File: src/rtl/z16_mem_arbiter_if.sv
`default_nettype none
// ============================================================================
// Module      : z16_mem_arbiter_if
// Description : Request/grant/response bundle between the Z16 core ports,
//               the memory arbiter and the single-port RAM.
// Revision    : 1.0 - initial release
// ============================================================================
interface z16_mem_arbiter_if #(
    parameter int ADDR_W = 16,
    parameter int DATA_W = 16
);
    logic              i_f_req;
    logic [ADDR_W-1:0] i_f_addr;
    logic              o_f_gnt;
    logic              o_f_rvalid;
    logic [DATA_W-1:0] o_f_rdata;

    logic              i_d_req;
    logic              i_d_we;
    logic [ADDR_W-1:0] i_d_addr;
    logic [DATA_W-1:0] i_d_wdata;
    logic              o_d_gnt;
    logic              o_d_rvalid;
    logic [DATA_W-1:0] o_d_rdata;

    logic              o_mem_en;
    logic              o_mem_we;
    logic [ADDR_W-1:0] o_mem_addr;
    logic [DATA_W-1:0] o_mem_wdata;
    logic [DATA_W-1:0] i_mem_rdata;

    modport slave (
        input  i_f_req, i_f_addr,
        output o_f_gnt, o_f_rvalid, o_f_rdata,
        input  i_d_req, i_d_we, i_d_addr, i_d_wdata,
        output o_d_gnt, o_d_rvalid, o_d_rdata,
        output o_mem_en, o_mem_we, o_mem_addr, o_mem_wdata,
        input  i_mem_rdata
    );

    modport master (
        output i_f_req, i_f_addr,
        input  o_f_gnt, o_f_rvalid, o_f_rdata,
        output i_d_req, i_d_we, i_d_addr, i_d_wdata,
        input  o_d_gnt, o_d_rvalid, o_d_rdata,
        input  o_mem_en, o_mem_we, o_mem_addr, o_mem_wdata,
        output i_mem_rdata
    );
endinterface
`default_nettype wire

File: src/rtl/z16_mem_arbiter.sv
`default_nettype none
// ============================================================================
// Module      : z16_mem_arbiter
// Description : Fetch/data arbiter for the Z16 single-port synchronous RAM.
//               Data has priority; define Z16_ARB_STARVE_GUARD_EN to force a
//               fetch grant after MAX_WAIT cycles of contention.
// Revision    : 1.0 - initial release
// ============================================================================
module z16_mem_arbiter #(
    parameter int ADDR_W   = 16,
    parameter int DATA_W   = 16,
    parameter int MAX_WAIT = 4
) (
    input  logic             i_clk,
    input  logic             i_rst_n,
    z16_mem_arbiter_if.slave bus
);
    localparam logic [ADDR_W-1:0] c_ADDR_ZERO = '0;
    localparam logic [DATA_W-1:0] c_DATA_ZERO = '0;

    if (MAX_WAIT < 1) begin : g_bad_max_wait
        $error("z16_mem_arbiter: MAX_WAIT must be at least 1");
    end

    logic w_f_gnt;
    logic w_d_gnt;
    logic w_force_f;

    logic rd_pend_f_d, rd_pend_f_q;
    logic rd_pend_d_d, rd_pend_d_q;

`ifdef Z16_ARB_STARVE_GUARD_EN
    localparam int                  c_WAIT_W   = $clog2(MAX_WAIT + 1);
    localparam logic [c_WAIT_W-1:0] c_WAIT_MAX = c_WAIT_W'(MAX_WAIT);

    logic [c_WAIT_W-1:0] wait_cnt_d, wait_cnt_q;

    assign w_force_f = (wait_cnt_q == c_WAIT_MAX);

    // Counts consecutive cycles a fetch has been refused; saturates at MAX_WAIT.
    always_comb begin
        wait_cnt_d = wait_cnt_q;
        if (!bus.i_f_req || w_f_gnt) begin
            wait_cnt_d = '0;
        end else if (wait_cnt_q != c_WAIT_MAX) begin
            wait_cnt_d = wait_cnt_q + c_WAIT_W'(1);
        end
    end

    always_ff @(posedge i_clk or negedge i_rst_n) begin
        if (!i_rst_n) begin
            wait_cnt_q <= '0;
        end else begin
            wait_cnt_q <= wait_cnt_d;
        end
    end
`else
    assign w_force_f = 1'b0;
`endif

    assign w_f_gnt = bus.i_f_req & (~bus.i_d_req | w_force_f);
    assign w_d_gnt = bus.i_d_req & ~w_f_gnt;

    always_comb begin
        bus.o_mem_addr  = c_ADDR_ZERO;
        bus.o_mem_wdata = c_DATA_ZERO;
        if (w_f_gnt) begin
            bus.o_mem_addr  = bus.i_f_addr;
        end else if (w_d_gnt) begin
            bus.o_mem_addr  = bus.i_d_addr;
            bus.o_mem_wdata = bus.i_d_wdata;
        end
    end

    assign bus.o_f_gnt  = w_f_gnt;
    assign bus.o_d_gnt  = w_d_gnt;
    assign bus.o_mem_en = w_f_gnt | w_d_gnt;
    assign bus.o_mem_we = w_d_gnt & bus.i_d_we;

    // Writes produce no response, so only data reads mark a pending return.
    always_comb begin
        rd_pend_f_d = w_f_gnt;
        rd_pend_d_d = w_d_gnt & ~bus.i_d_we;
    end

    always_ff @(posedge i_clk or negedge i_rst_n) begin
        if (!i_rst_n) begin
            rd_pend_f_q <= 1'b0;
            rd_pend_d_q <= 1'b0;
        end else begin
            rd_pend_f_q <= rd_pend_f_d;
            rd_pend_d_q <= rd_pend_d_d;
        end
    end

    assign bus.o_f_rvalid = rd_pend_f_q;
    assign bus.o_d_rvalid = rd_pend_d_q;
    assign bus.o_f_rdata  = bus.i_mem_rdata;
    assign bus.o_d_rdata  = bus.i_mem_rdata;

endmodule
`default_nettype wire

File: src/flat_wrapper.sv
// flat-port wrapper written by rule: the top's interface ports become plain ports
module z16_mem_arbiter_flat 
#(
    parameter int ADDR_W   = 16,
    parameter int DATA_W   = 16,
    parameter int MAX_WAIT = 4
)
  (i_clk, i_rst_n, bus_i_f_req, bus_i_f_addr, bus_o_f_gnt, bus_o_f_rvalid, bus_o_f_rdata, bus_i_d_req, bus_i_d_we, bus_i_d_addr, bus_i_d_wdata, bus_o_d_gnt, bus_o_d_rvalid, bus_o_d_rdata, bus_o_mem_en, bus_o_mem_we, bus_o_mem_addr, bus_o_mem_wdata, bus_i_mem_rdata);
  z16_mem_arbiter_if #(.ADDR_W(ADDR_W), .DATA_W(DATA_W)) bus_i ();
  input  logic i_clk;
  input  logic i_rst_n;
  input wire logic [$bits(bus_i.i_f_req)-1:0] bus_i_f_req;
  input wire logic [$bits(bus_i.i_f_addr)-1:0] bus_i_f_addr;
  output wire logic [$bits(bus_i.o_f_gnt)-1:0] bus_o_f_gnt;
  output wire logic [$bits(bus_i.o_f_rvalid)-1:0] bus_o_f_rvalid;
  output wire logic [$bits(bus_i.o_f_rdata)-1:0] bus_o_f_rdata;
  input wire logic [$bits(bus_i.i_d_req)-1:0] bus_i_d_req;
  input wire logic [$bits(bus_i.i_d_we)-1:0] bus_i_d_we;
  input wire logic [$bits(bus_i.i_d_addr)-1:0] bus_i_d_addr;
  input wire logic [$bits(bus_i.i_d_wdata)-1:0] bus_i_d_wdata;
  output wire logic [$bits(bus_i.o_d_gnt)-1:0] bus_o_d_gnt;
  output wire logic [$bits(bus_i.o_d_rvalid)-1:0] bus_o_d_rvalid;
  output wire logic [$bits(bus_i.o_d_rdata)-1:0] bus_o_d_rdata;
  output wire logic [$bits(bus_i.o_mem_en)-1:0] bus_o_mem_en;
  output wire logic [$bits(bus_i.o_mem_we)-1:0] bus_o_mem_we;
  output wire logic [$bits(bus_i.o_mem_addr)-1:0] bus_o_mem_addr;
  output wire logic [$bits(bus_i.o_mem_wdata)-1:0] bus_o_mem_wdata;
  input wire logic [$bits(bus_i.i_mem_rdata)-1:0] bus_i_mem_rdata;
  assign bus_i.i_f_req = bus_i_f_req;
  assign bus_i.i_f_addr = bus_i_f_addr;
  assign bus_o_f_gnt = bus_i.o_f_gnt;
  assign bus_o_f_rvalid = bus_i.o_f_rvalid;
  assign bus_o_f_rdata = bus_i.o_f_rdata;
  assign bus_i.i_d_req = bus_i_d_req;
  assign bus_i.i_d_we = bus_i_d_we;
  assign bus_i.i_d_addr = bus_i_d_addr;
  assign bus_i.i_d_wdata = bus_i_d_wdata;
  assign bus_o_d_gnt = bus_i.o_d_gnt;
  assign bus_o_d_rvalid = bus_i.o_d_rvalid;
  assign bus_o_d_rdata = bus_i.o_d_rdata;
  assign bus_o_mem_en = bus_i.o_mem_en;
  assign bus_o_mem_we = bus_i.o_mem_we;
  assign bus_o_mem_addr = bus_i.o_mem_addr;
  assign bus_o_mem_wdata = bus_i.o_mem_wdata;
  assign bus_i.i_mem_rdata = bus_i_mem_rdata;
  z16_mem_arbiter #(.ADDR_W(ADDR_W), .DATA_W(DATA_W), .MAX_WAIT(MAX_WAIT)) u_core (.i_clk(i_clk), .i_rst_n(i_rst_n), .bus(bus_i));
endmodule
File: config.mk
export PLATFORM = sky130hd
export DESIGN_NAME = z16_mem_arbiter_flat
export DESIGN_NICKNAME = d
export VERILOG_FILES = /design/src/rtl/z16_mem_arbiter_if.sv /design/src/rtl/z16_mem_arbiter.sv /design/src/flat_wrapper.sv
export SDC_FILE = /design/constraint.sdc
export NUM_CORES = 1
export LEC_CHECK = 0
export CAP_MARGIN = 20
export CORE_MARGIN = 2
export CORE_UTILIZATION = 20
export DETAILED_ROUTE_END_ITERATION = 16
export PLACE_DENSITY = 0.88
export RECOVER_POWER = 25
export REMOVE_ABC_BUFFERS = 1
export SLEW_MARGIN = 0
export SYNTH_ARGS = -nofsm -noshare
export SYNTH_HDL_FRONTEND = slang
export SYNTH_SLANG_ARGS = --single-unit
export TNS_END_PERCENT = 10
File: constraint.sdc
create_clock -name i_clk -period 1.35 [get_ports i_clk]
set_input_delay 0.2025 -clock i_clk [delete_from_list [all_inputs] [get_ports i_clk]]
set_output_delay 0.2025 -clock i_clk [all_outputs]
set_load 0.05 [all_outputs]
; After elaboration in Yosys (flattened, before gate mapping)
; Cells that the tools add are included.
[word_totals]
reg_bits = 2
out_inout_bits = 70
elab_cells = 14
[op_classes]
muxes = 4
n_bitwise = 8
[op_table]
columns = operator, count
row1 = 2-to-1 mux 16 bit, 4
row2 = AND 1 bit, 4
row3 = inverter 1 bit, 3
row4 = OR 1 bit, 1

; Depth between registers and ports, before layout
; Gate-level depths: netlist of run 1.
[depth]
word_depth = 6
ltp_mapped = 4

; Least setup slack after synthesis of run 1
; No wires, ideal clock.
[synth_path]
path_kind = input port to output port
start = in bus_i_f_req
end = out bus_o_mem_addr[15]
t_arrival_ns = 1.686
slack_ns = -0.539
stages = 3
n_path_buf = 1
cell_sequence = buf_2 nor2b_1 a22o_1
[synth_via]
elab_chain_cells = 5
[synth_rtl]
columns = item, line
row1 = from (decl), flat_wrapper.sv:12  ; input wire logic [$bits(bus_i.i_f_req)-1:0] bus_i_f_req;
row2 = AND 1 bit *, z16_mem_arbiter.sv:61  ; assign w_f_gnt = bus.i_f_req & (~bus.i_d_req | w_force_f);
row3 = net bus_o_f_gnt, flat_wrapper.sv:14  ; output wire logic [$bits(bus_i.o_f_gnt)-1:0] bus_o_f_gnt;
row4 = inverter 1 bit, z16_mem_arbiter.sv:62  ; assign w_d_gnt = bus.i_d_req & ~w_f_gnt;
row5 = AND 1 bit, z16_mem_arbiter.sv:62
row6 = 2-to-1 mux 16 bit, z16_mem_arbiter.sv:69  ; end else if (w_d_gnt) begin
row7 = 2-to-1 mux 16 bit *, z16_mem_arbiter.sv:67  ; if (w_f_gnt) begin
row8 = to (decl), flat_wrapper.sv:26  ; output wire logic [$bits(bus_i.o_mem_addr)-1:0] bus_o_mem_addr;
; The timed path passes the listed nets; every way through them passes the cells marked *.

; Worst setup path in the final report of run 1
[layout_path]
start = in bus_i_f_addr[6]
end = out bus_o_mem_addr[6]
[layout_via]
elab_chain_cells = 1
[layout_rtl]
columns = item, line
row1 = from (decl), flat_wrapper.sv:13  ; input wire logic [$bits(bus_i.i_f_addr)-1:0] bus_i_f_addr;
row2 = 2-to-1 mux 16 bit, z16_mem_arbiter.sv:67
; Every way passes these cells.

==> tab_implementation.tex, run 1 <==
\begin{tabular}{lr}
\hline
Metric & Value \\
\hline
\multicolumn{2}{l}{\textbf{STA}} \\
Final Max Tran Viols & 0 \\
Final critical delay including setup and external delays & 1.32 ns \\
Fin crit share & 97.4\% \\
Relative slew margins & 84.3\% \\
Setup violation total in the final timing report & 0 \\
Unrepaired setup endpoints after global routing & true \\
Hold violation total from the final report & 0 \\
Worst-margin pin slew & 0.234 ns \\
Smallest hold slack & 0.223 ns \\
Maximum clock rate & 760 MHz \\
\multicolumn{2}{l}{\textbf{Logic synthesis}} \\
Cell count after synthesis & 108 \\
Avg Cell Area, Syn & 6.01 um2 \\
Top cell types by occurrence after synthesis & 32 x sky130\_fd\_sc\_hd\_\_buf\_4, 30 x sky130\_fd\_sc\_hd\_\_nand2\_1, 17 x sky130\_fd\_sc\_hd\_\_and2\_1, 15 x sky130\_fd\_sc\_hd\_\_o21ai\_1, 6 x sky130\_fd\_sc\_hd\_\_buf\_2 \\
Area share of the largest cell type after synthesis & 37.0\% \\
Top FF cell, synth & sky130\_fd\_sc\_hd\_\_dfrtp\_1 \\
Number of enable-type register cells in the synthesized netlist & 0 \\
Synth Cell Area & 649 um2 \\
Number of warnings reported in the yosys synthesis log & 0 \\
Number of synthesized register bits & 2 \\
Top-count cell post-synth & sky130\_fd\_sc\_hd\_\_buf\_4 \\
Sequential area share after synthesis & 7.71\% \\
Cell accounting for the most synthesized area & sky130\_fd\_sc\_hd\_\_buf\_4 \\
Cell types with the largest area share after synthesis & sky130\_fd\_sc\_hd\_\_buf\_4 37\%, sky130\_fd\_sc\_hd\_\_nand2\_1 17\%, sky130\_fd\_sc\_hd\_\_and2\_1 16\% \\
Async set-or-reset flop fraction in the synthesized netlist & 100\% \\
Yosys cell types & 10 \\
\multicolumn{2}{l}{\textbf{Global routing}} \\
Congestion Overflow GR & 0 \\
Vias in the first global route & 889 \\
Initial antenna violation count & 0 \\
Global-route total usage across every layer & 16.5\% \\
Met2 track utilization from global routing & 22.4\% \\
Pin count of the biggest net entering global routing & 32 \\
Met3 Track Usage GR & 14.9\% \\
Met1 track demand over resource & 18.8\% \\
Most used routing layer in global routing & met2 \\
Wire length of the first global-routing pass & 4.49 mm \\
\multicolumn{2}{l}{\textbf{Floorplan}} \\
Area enclosed by the die boundary & 3720 um2 \\
CORE AREA & 3080 um2 \\
Initial standard-cell utilization of the core & 21.1\% \\
Height of the die & 61.0 um \\
Floorplan row count & 20 \\
Die W & 61.0 um \\
Ports placed on the boundary & 139 \\
\multicolumn{2}{l}{\textbf{Pwr}} \\
Total leakage power & 0.778 nW \\
Power Density & 569 nW/um2 \\
Maximum vdd drop & 212 uV \\
\multicolumn{2}{l}{\textbf{Final layout}} \\
Ant. Diodes & 0 \\
Layout area overhead & 180\% \\
Layout cells sized above 1 & 33.7\% \\
Final layout net count & 240 \\
Post-route cell area & 1820 um2 \\
\multicolumn{2}{l}{\textbf{Routing}} \\
Final wirelength & 3.09 mm \\
Final routed DRC violation total & 0 \\
Via-per-instance ratio & 4.33 \\
TritonRoute pass-1 iters & 4 \\
DRT antenna net count & 0 \\
Routed length per instance & 14.5 um \\
Routed via count & 923 \\
Violation count after the first detailed-route iteration & 16 \\
\multicolumn{2}{l}{\textbf{CTS}} \\
Root buffer cell & sky130\_fd\_sc\_hd\_\_clkbuf\_4 \\
Maximum level of the CTS H-tree & 1 \\
Number of buffers inserted for hold repair after clock tree synthesis & 0 \\
Post-CTS Setup Inserts & 0 \\
Clock buffer depth & 2 \\
CTS tree & yes \\
Total CTS buffers & 3 \\
Reg clk slew, reported paths & 0.03 ns \\
Clock sink count & 2 \\
\multicolumn{2}{l}{\textbf{Setup path}} \\
Slowest cell delay on critical path & 0.47 ns \\
Crit path to & bus\_o\_mem\_addr[6] \\
Slowest stage cell, crit path & sky130\_fd\_sc\_hd\_\_clkdlybuf4s50\_1 \\
Worst Setup End Kind & primary output \\
Critical path required time & 1.15 ns \\
Largest fanout of any net on the critical path & 1 \\
Worst setup path startpoint & bus\_i\_f\_addr[6] \\
Critical-path cell list & clkdlybuf4s50\_1 -> nand2\_1 -> o21ai\_1 -> buf\_12 \\
Critical Path AT & 1.11 ns \\
Worst setup path class & in2out \\
Launching element type of the critical path & primary input \\
\multicolumn{2}{l}{\textbf{Outcome}} \\
Run status & completed \\
\multicolumn{2}{l}{\textbf{Run}} \\
Count of max-cap constraint violations & 0 \\
\multicolumn{2}{l}{\textbf{Placement}} \\
DPL Wire Length & 2.72 mm \\
Area after detailed placement & 1760 um2 \\
\# port buffers & 90 \\
Routability Congestion & 0.650 \\
\multicolumn{2}{l}{\textbf{Hold path}} \\
Class of the tightest hold or removal check & in2async \\
\hline
\end{tabular}
[cells by family (layout without fill, tap and decap cells)]
group           after synthesis  count (layout)  synth area share [%]
simple gates                 50              50                  36.6
buf+inv                      40             101                  42.8
compound gates               16              16                  12.9
flops                         2               2                  7.71
[report_power, final]
group          internal, mW  switching [mW]
clock network        0.0975          0.0281
registers            0.0635         0.00254
logic                 0.441           0.400
[final cells by class]
cell class | count | area [um2]
Timing Repair Buffer | 98 | 1340
Fill cell | 249 | 1260
Multi-Input combinational cell | 66 | 348
Tap cell | 44 | 55.1
Sequential cell | 2 | 50.0
Clock buffer | 3 | 22.5
[layout by cell type (no fill, tap or decap)]
cell,count
sky130_fd_sc_hd__clkdlybuf4s50_1,49
sky130_fd_sc_hd__buf_12,38
sky130_fd_sc_hd__nand2_1,30
sky130_fd_sc_hd__and2_1,17
sky130_fd_sc_hd__o21ai_1,10
sky130_fd_sc_hd__o21ai_2,5
sky130_fd_sc_hd__buf_4,5
sky130_fd_sc_hd__clkbuf_4,3
sky130_fd_sc_hd__clkbuf_2,2
sky130_fd_sc_hd__dfrtp_1,2
sky130_fd_sc_hd__nor2b_4,1
sky130_fd_sc_hd__or2_1,1
sky130_fd_sc_hd__nor2b_1,1
sky130_fd_sc_hd__a22o_1,1
sky130_fd_sc_hd__buf_2,1
sky130_fd_sc_hd__dlygate4sd3_1,1
sky130_fd_sc_hd__buf_6,1
sky130_fd_sc_hd__buf_8,1
[worst min path at each step]
stage                        from                              end  slack (ns)
after floorplan           i_rst_n  u_core.bus.o_d_rvalid$_DFF_PN0_       -0.09
after global routing      i_rst_n  u_core.bus.o_d_rvalid$_DFF_PN0_        0.22
final                     i_rst_n  u_core.bus.o_f_rvalid$_DFF_PN0_        0.22
after CTS                 i_rst_n  u_core.bus.o_f_rvalid$_DFF_PN0_        0.15
after global placement    i_rst_n  u_core.bus.o_d_rvalid$_DFF_PN0_        0.37
after detailed placement  i_rst_n  u_core.bus.o_f_rvalid$_DFF_PN0_        0.38
[sequential cells by signal, indices dropped and copies added (netlist names)]
name and flops:
u_core.bus.o_d_rvalid 1, u_core.bus.o_f_rvalid 1
[stage by stage]
stage / setup slack [ns] / util, % / total power, mW / instances / TNS, ns
6_report: 0.0346 / 59.0 / 1.03 / 213 / 0
5_1_grt: -0.0167 / 59.0 / 1.09 / 213 / -0.0284
4_1_cts: 0.000489 / 58.9 / 1.05 / 213 / 0
3_5_place_dp: -0.283 / 57.2 / 0.901 / 209 / -6.80
3_3_place_gp: -0.264 / 57.2 / 0.891 / 209 / -6.03
2_1_floorplan: -0.379 / - / 0.373 / 68 / -0.379
[timing repair]
item                                    in CTS  in global routing
cloned                                       1                  0
pin swaps                                    1                  1
endpoints found under the setup margin      36                 16
resized for setup                           10                  6
[worst max-delay path, delay by kind of cell]
family	cells	cell delay (ns)
buffers and inverters	2	0.64
AOI/OAI and AO/OA	1	0.20
and+or+nand+nor	1	0.06
[metal layers]
metal  share of wire, %  vias up  wire length (um)
met5                  0        -                 0
li1                   -      425                 -
met2                 42       97              1290
met3                 23        0               699
met1                 36      401              1100
met4                  0        0                 0
(Power assumes the default switching activity.)
==> run 2: changes to the inputs <==
CTS_BUF_LIST = sky130_fd_sc_hd__clkbuf_4   (was not set)
PLACE_DENSITY = not set   (was 0.88)
PLACE_DENSITY_LB_ADDON = 0.12   (was not set)
==> run 2 against run 1 <==
Clock power increased by 5%. First-iteration DRC count increased by 81%. Via count decreased by 2.4%. Setup slack improved by 0.027 ns.
==> tab_implementation.tex, run 2 (synthesized netlist as in run 1, its figures left out) <==
\begin{tabular}{lr}
\hline
Metric & Value \\
\hline
\multicolumn{2}{l}{\textbf{CTS}} \\
Clock buffer depth & 2 \\
Root buffer cell & sky130\_fd\_sc\_hd\_\_clkbuf\_4 \\
Clock sink count & 2 \\
Reg clk slew, reported paths & 0.03 ns \\
Post-CTS Setup Inserts & 0 \\
Total CTS buffers & 3 \\
Maximum level of the CTS H-tree & 1 \\
CTS tree & yes \\
\multicolumn{2}{l}{\textbf{STA}} \\
Relative slew margins & 84.9\% \\
Final Max Tran Viols & 0 \\
Worst-margin pin slew & 0.224 ns \\
Setup violation total in the final timing report & 0 \\
Maximum clock rate & 776 MHz \\
Final critical delay including setup and external delays & 1.29 ns \\
Smallest hold slack & 0.215 ns \\
Hold violation total from the final report & 0 \\
Accumulated negative setup slack & 0 ns \\
Unrepaired setup endpoints after global routing & false \\
Minimum setup slack in the final design & 0.0615 ns \\
Fin crit share & 95.4\% \\
\multicolumn{2}{l}{\textbf{Pwr}} \\
Power Density & 570 nW/um2 \\
Reported net switching power & 0.442 mW \\
Maximum vdd drop & 242 uV \\
Switching Fraction & 42.1\% \\
Part of the total power dissipated in sequential elements & 6.3\% \\
Clock power frac & 12.6\% \\
Total leakage power & 0.781 nW \\
Combinational share of power & 81.2\% \\
Internal power component & 0.609 mW \\
\multicolumn{2}{l}{\textbf{Final layout}} \\
Ant. Diodes & 0 \\
Final layout net count & 237 \\
Commonest cells after routing, fill and taps aside & 49 x sky130\_fd\_sc\_hd\_\_clkdlybuf4s50\_1, 40 x sky130\_fd\_sc\_hd\_\_buf\_12, 30 x sky130\_fd\_sc\_hd\_\_nand2\_1, 17 x sky130\_fd\_sc\_hd\_\_and2\_1, 10 x sky130\_fd\_sc\_hd\_\_o21ai\_2 \\
Layout area overhead & 184\% \\
Final Non-Filler Cells & 210 \\
Area of the multi-input gates & 367 um2 \\
Final Core Density & 60.0\% \\
Register area & 50.0 um2 \\
Layout cells sized above 1 & 34.9\% \\
Leading cell type in the layout, fill and taps excluded & sky130\_fd\_sc\_hd\_\_clkdlybuf4s50\_1 \\
Fill cell count & 281 \\
\multicolumn{2}{l}{\textbf{Placement}} \\
Routability Congestion & 0.683 \\
\# port buffers & 90 \\
Worst Setup Slack post-DPL & -0.292 ns \\
DPL Wire Length & 2.80 mm \\
Dpl cells & 207 \\
\multicolumn{2}{l}{\textbf{Setup path}} \\
Worst setup path class & in2out \\
Worst Setup End Kind & primary output \\
Critical Path AT & 1.09 ns \\
Launching element type of the critical path & primary input \\
Largest fanout of any net on the critical path & 30 \\
Critical path required time & 1.15 ns \\
Worst setup path startpoint & bus\_i\_d\_req \\
Crit path to & bus\_o\_mem\_en \\
\multicolumn{2}{l}{\textbf{Floorplan}} \\
CORE AREA & 3080 um2 \\
Ports placed on the boundary & 139 \\
Floorplan row count & 20 \\
Area enclosed by the die boundary & 3720 um2 \\
Die W & 61.0 um \\
Height of the die & 61.0 um \\
Initial standard-cell utilization of the core & 21.1\% \\
\multicolumn{2}{l}{\textbf{Global routing}} \\
Vias in the first global route & 890 \\
Global-route total usage across every layer & 16.4\% \\
Initial antenna violation count & 0 \\
Congestion Overflow GR & 0 \\
Pin count of the biggest net entering global routing & 31 \\
Wire length of the first global-routing pass & 4.38 mm \\
\multicolumn{2}{l}{\textbf{Routing}} \\
Via-per-instance ratio & 4.29 \\
Final wirelength & 3.17 mm \\
TritonRoute pass-1 iters & 3 \\
Routed via count & 901 \\
Final routed DRC violation total & 0 \\
Routed length per instance & 15.1 um \\
DRT antenna net count & 0 \\
Violation count after the first detailed-route iteration & 29 \\
\multicolumn{2}{l}{\textbf{Outcome}} \\
Run status & completed \\
\multicolumn{2}{l}{\textbf{Run}} \\
Count of max-cap constraint violations & 0 \\
\multicolumn{2}{l}{\textbf{Hold path}} \\
Class of the tightest hold or removal check & in2async \\
\hline
\end{tabular}
## run 2: power groups by stage
stage               clock network, mW  registers [mW]  logic, mW
CTS                             0.139          0.0660      0.864
finish                          0.132          0.0660      0.854
detailed placement                  0          0.0667      0.843
global route                    0.145          0.0662      0.888
floorplan                           0          0.0760      0.297
global placement                    0          0.0666      0.833
## run 2: through the flow
stage                     total power [mW]  area (um2)
after global routing                  1.10        1850
after CTS                             1.07        1850
after global placement               0.899        1770
final                                 1.05        1850
after detailed placement             0.909        1770
after floorplan                      0.373         372
## run 2: area by class of cell
| class | instances | area share [%] |
|---|---|---|
| repair buffers | 95 | 73.2 |
| multi-input cells | 66 | 19.9 |
| well taps | 44 | 2.98 |
| flip-flops and latches | 2 | 2.71 |
| clock buffers | 3 | 1.22 |
## run 2: worst min-delay path by stage
| stage | from | to | slack [ns] | depth (start not counted) |
|---|---|---|---|---|
| final | i_rst_n | u_core.bus.o_f_rvalid$_DFF_PN0_ | 0.21 | 1 |
| after global routing | i_rst_n | u_core.bus.o_d_rvalid$_DFF_PN0_ | 0.21 | 1 |
| after CTS | i_rst_n | u_core.bus.o_d_rvalid$_DFF_PN0_ | 0.14 | 1 |
| after detailed placement | i_rst_n | u_core.bus.o_d_rvalid$_DFF_PN0_ | 0.38 | 1 |
| after global placement | i_rst_n | u_core.bus.o_f_rvalid$_DFF_PN0_ | 0.37 | 1 |
| after floorplan | i_rst_n | u_core.bus.o_d_rvalid$_DFF_PN0_ | -0.09 | 0 |
## run 2: metal layers
| layer | track usage, % | vias up | wire, um |
|---|---|---|---|
| li1 | - | 422 | - |
| met1 | 19.0 | 384 | 1170 |
| met2 | 22.9 | 95 | 1350 |
| met3 | 15.1 | 0 | 644 |
| met4 | 0.932 | 0 | 0 |
| met5 | 5.71 | - | 0 |
## run 2: critical path, stage by stage
cell	delay, ns
sky130_fd_sc_hd__clkdlybuf4s15_2	0.25
sky130_fd_sc_hd__buf_12	0.19
sky130_fd_sc_hd__or2_1	0.27
sky130_fd_sc_hd__buf_12	0.16
## run 2: timing repair
action / in CTS / in global routing
setup endpoints to repair: 36 / 0
gates resized for setup: 18 / 0
hold buffers: 0 / 0
==> run 3: changes to the inputs <==
CELL_PAD_IN_SITES_DETAIL_PLACEMENT = 1   (was not set)
CELL_PAD_IN_SITES_GLOBAL_PLACEMENT = 1   (was not set)
CORE_UTILIZATION = 10   (was 20)
CTS_CLUSTER_SIZE = 12   (was not set)
==> run 3 against run 2 <==
Critical path depth is the same. Sequential share of layout area barely moved. Cell count up 17%. Combinational power barely moved. Sequential power barely moved. Clock power down 3%. Via count rose by 0.44%.
==> tab_implementation.tex, run 3 (synthesized netlist as in run 1, its figures left out) <==
\begin{tabular}{lr}
\hline
Metric & Value \\
\hline
\multicolumn{2}{l}{\textbf{Outcome}} \\
Run status & completed \\
\multicolumn{2}{l}{\textbf{Global routing}} \\
Pin count of the biggest net entering global routing & 21 \\
Congestion Overflow GR & 0 \\
Initial antenna violation count & 0 \\
Global-route total usage across every layer & 9.98\% \\
Vias in the first global route & 961 \\
Wire length of the first global-routing pass & 5.35 mm \\
\multicolumn{2}{l}{\textbf{Routing}} \\
Routed length per instance & 15.2 um \\
Routed via count & 905 \\
DRT antenna net count & 0 \\
Final routed DRC violation total & 0 \\
Final wirelength & 3.73 mm \\
Via-per-instance ratio & 3.69 \\
TritonRoute pass-1 iters & 4 \\
Violation count after the first detailed-route iteration & 10 \\
\multicolumn{2}{l}{\textbf{CTS}} \\
CTS tree & yes \\
Reg clk slew, reported paths & 0.03 ns \\
Root buffer cell & sky130\_fd\_sc\_hd\_\_clkbuf\_4 \\
Clock sink count & 2 \\
Maximum level of the CTS H-tree & 1 \\
Total CTS buffers & 3 \\
Number of buffers inserted for hold repair after clock tree synthesis & 0 \\
Clock buffer depth & 2 \\
\multicolumn{2}{l}{\textbf{Placement}} \\
Area after detailed placement & 1830 um2 \\
Dpl cells & 242 \\
Routability Congestion & 0.662 \\
\# port buffers & 90 \\
DPL Wire Length & 3.38 mm \\
\multicolumn{2}{l}{\textbf{STA}} \\
Unrepaired setup endpoints after global routing & false \\
Accumulated negative setup slack & 0 ns \\
Final Max Tran Viols & 0 \\
Fin crit share & 96.1\% \\
Relative slew margins & 84.1\% \\
Maximum clock rate & 771 MHz \\
Final critical delay including setup and external delays & 1.30 ns \\
Hold violation total from the final report & 0 \\
Worst-margin pin slew & 0.237 ns \\
Setup violation total in the final timing report & 0 \\
\multicolumn{2}{l}{\textbf{Setup path}} \\
Critical-path cell list & clkdlybuf4s50\_1 -> nand2\_1 -> o21ai\_1 -> buf\_12 \\
Launching element type of the critical path & primary input \\
Slowest cell delay on critical path & 0.46 ns \\
Worst Setup End Kind & primary output \\
Critical path required time & 1.15 ns \\
Largest fanout of any net on the critical path & 1 \\
Critical Path AT & 1.09 ns \\
Worst setup path class & in2out \\
Slowest stage cell, crit path & sky130\_fd\_sc\_hd\_\_clkdlybuf4s50\_1 \\
\multicolumn{2}{l}{\textbf{Run}} \\
Count of max-cap constraint violations & 0 \\
\multicolumn{2}{l}{\textbf{Final layout}} \\
Final Non-Filler Cells & 245 \\
Layout area overhead & 189\% \\
Leading cell type in the layout, fill and taps excluded & sky130\_fd\_sc\_hd\_\_clkdlybuf4s50\_1 \\
Final Core Density & 29.8\% \\
Commonest cells after routing, fill and taps aside & 49 x sky130\_fd\_sc\_hd\_\_clkdlybuf4s50\_1, 40 x sky130\_fd\_sc\_hd\_\_buf\_12, 30 x sky130\_fd\_sc\_hd\_\_nand2\_1, 17 x sky130\_fd\_sc\_hd\_\_and2\_1, 8 x sky130\_fd\_sc\_hd\_\_o21ai\_1 \\
Final layout net count & 239 \\
Post-route cell area & 1880 um2 \\
Layout cells sized above 1 & 33.9\% \\
Ant. Diodes & 0 \\
\multicolumn{2}{l}{\textbf{Hold path}} \\
Class of the tightest hold or removal check & in2async \\
\multicolumn{2}{l}{\textbf{Pwr}} \\
Maximum vdd drop & 349 uV \\
Total leakage power & 0.780 nW \\
Power Density & 558 nW/um2 \\
Total power & 1.05 mW \\
\multicolumn{2}{l}{\textbf{Floorplan}} \\
Area enclosed by the die boundary & 7150 um2 \\
Ports placed on the boundary & 139 \\
CORE AREA & 6310 um2 \\
Height of the die & 84.6 um \\
Floorplan row count & 29 \\
Die W & 84.6 um \\
Initial standard-cell utilization of the core & 10.3\% \\
\hline
\end{tabular}
run 3: metrics by stage:
| step | worst slack [ns] | hold WS, ns |
|---|---|---|
| after detailed placement | -0.285 | 0.377 |
| after floorplan | -0.379 | -0.0931 |
| final | 0.0529 | 0.218 |
| after global placement | -0.244 | 0.376 |
| after global routing | 0.00776 | 0.204 |
| after CTS | 0.00897 | 0.143 |
run 3: metal layers:
metal | GRT usage [%] | up-vias | part of all wire (%)
met2 | 15.5 | 82 | 48
met1 | 10.1 | 400 | 33
li1 | - | 421 | -
met3 | 8.55 | 2 | 19
met5 | 2.10 | - | 0
met4 | 2.16 | 0 | 0.27
run 3: timing repair:
action / 4_1_cts / 5_1_grt
endpoints found under the hold margin: 0 / 0
pin swaps: 1 / 1
endpoints found under the setup margin: 35 / 13
gates resized for setup: 10 / 5
setup buffers: 0 / 0
run 3: power breakdown:
group          internal (mW)  leakage, nW  switching (mW)
Combinational          0.448        0.740           0.406
Clock                 0.0978       0.0138          0.0305
Sequential            0.0635       0.0258         0.00237
run 3: area by class of cell:
type	count	area [um2]
sequential	2	50.0
tap	77	96.3
clock buffer	3	22.5
fill	725	4430
multi-input combinational	66	348
timing repair buffer	97	1360
run 3: worst max path at each step:
stage | endpoint | slack [ns] | startpoint
floorplan | bus_o_mem_addr[15] | -0.38 | bus_i_f_req
global placement | bus_o_mem_addr[6] | -0.24 | bus_i_f_req
detailed placement | bus_o_mem_addr[8] | -0.28 | bus_i_f_req
CTS | bus_o_mem_addr[4] | 0.009 | bus_i_f_req
global route | bus_o_mem_addr[1] | 0.008 | bus_i_f_addr[1]
finish | bus_o_mem_addr[13] | 0.05 | bus_i_f_addr[13]
run 3: critical path: cells and delay by family:
family	cells	cell delay (ns)
buffers and inverters	2	0.63
AOI/OAI and AO/OA	1	0.21
and+or+nand+nor	1	0.05
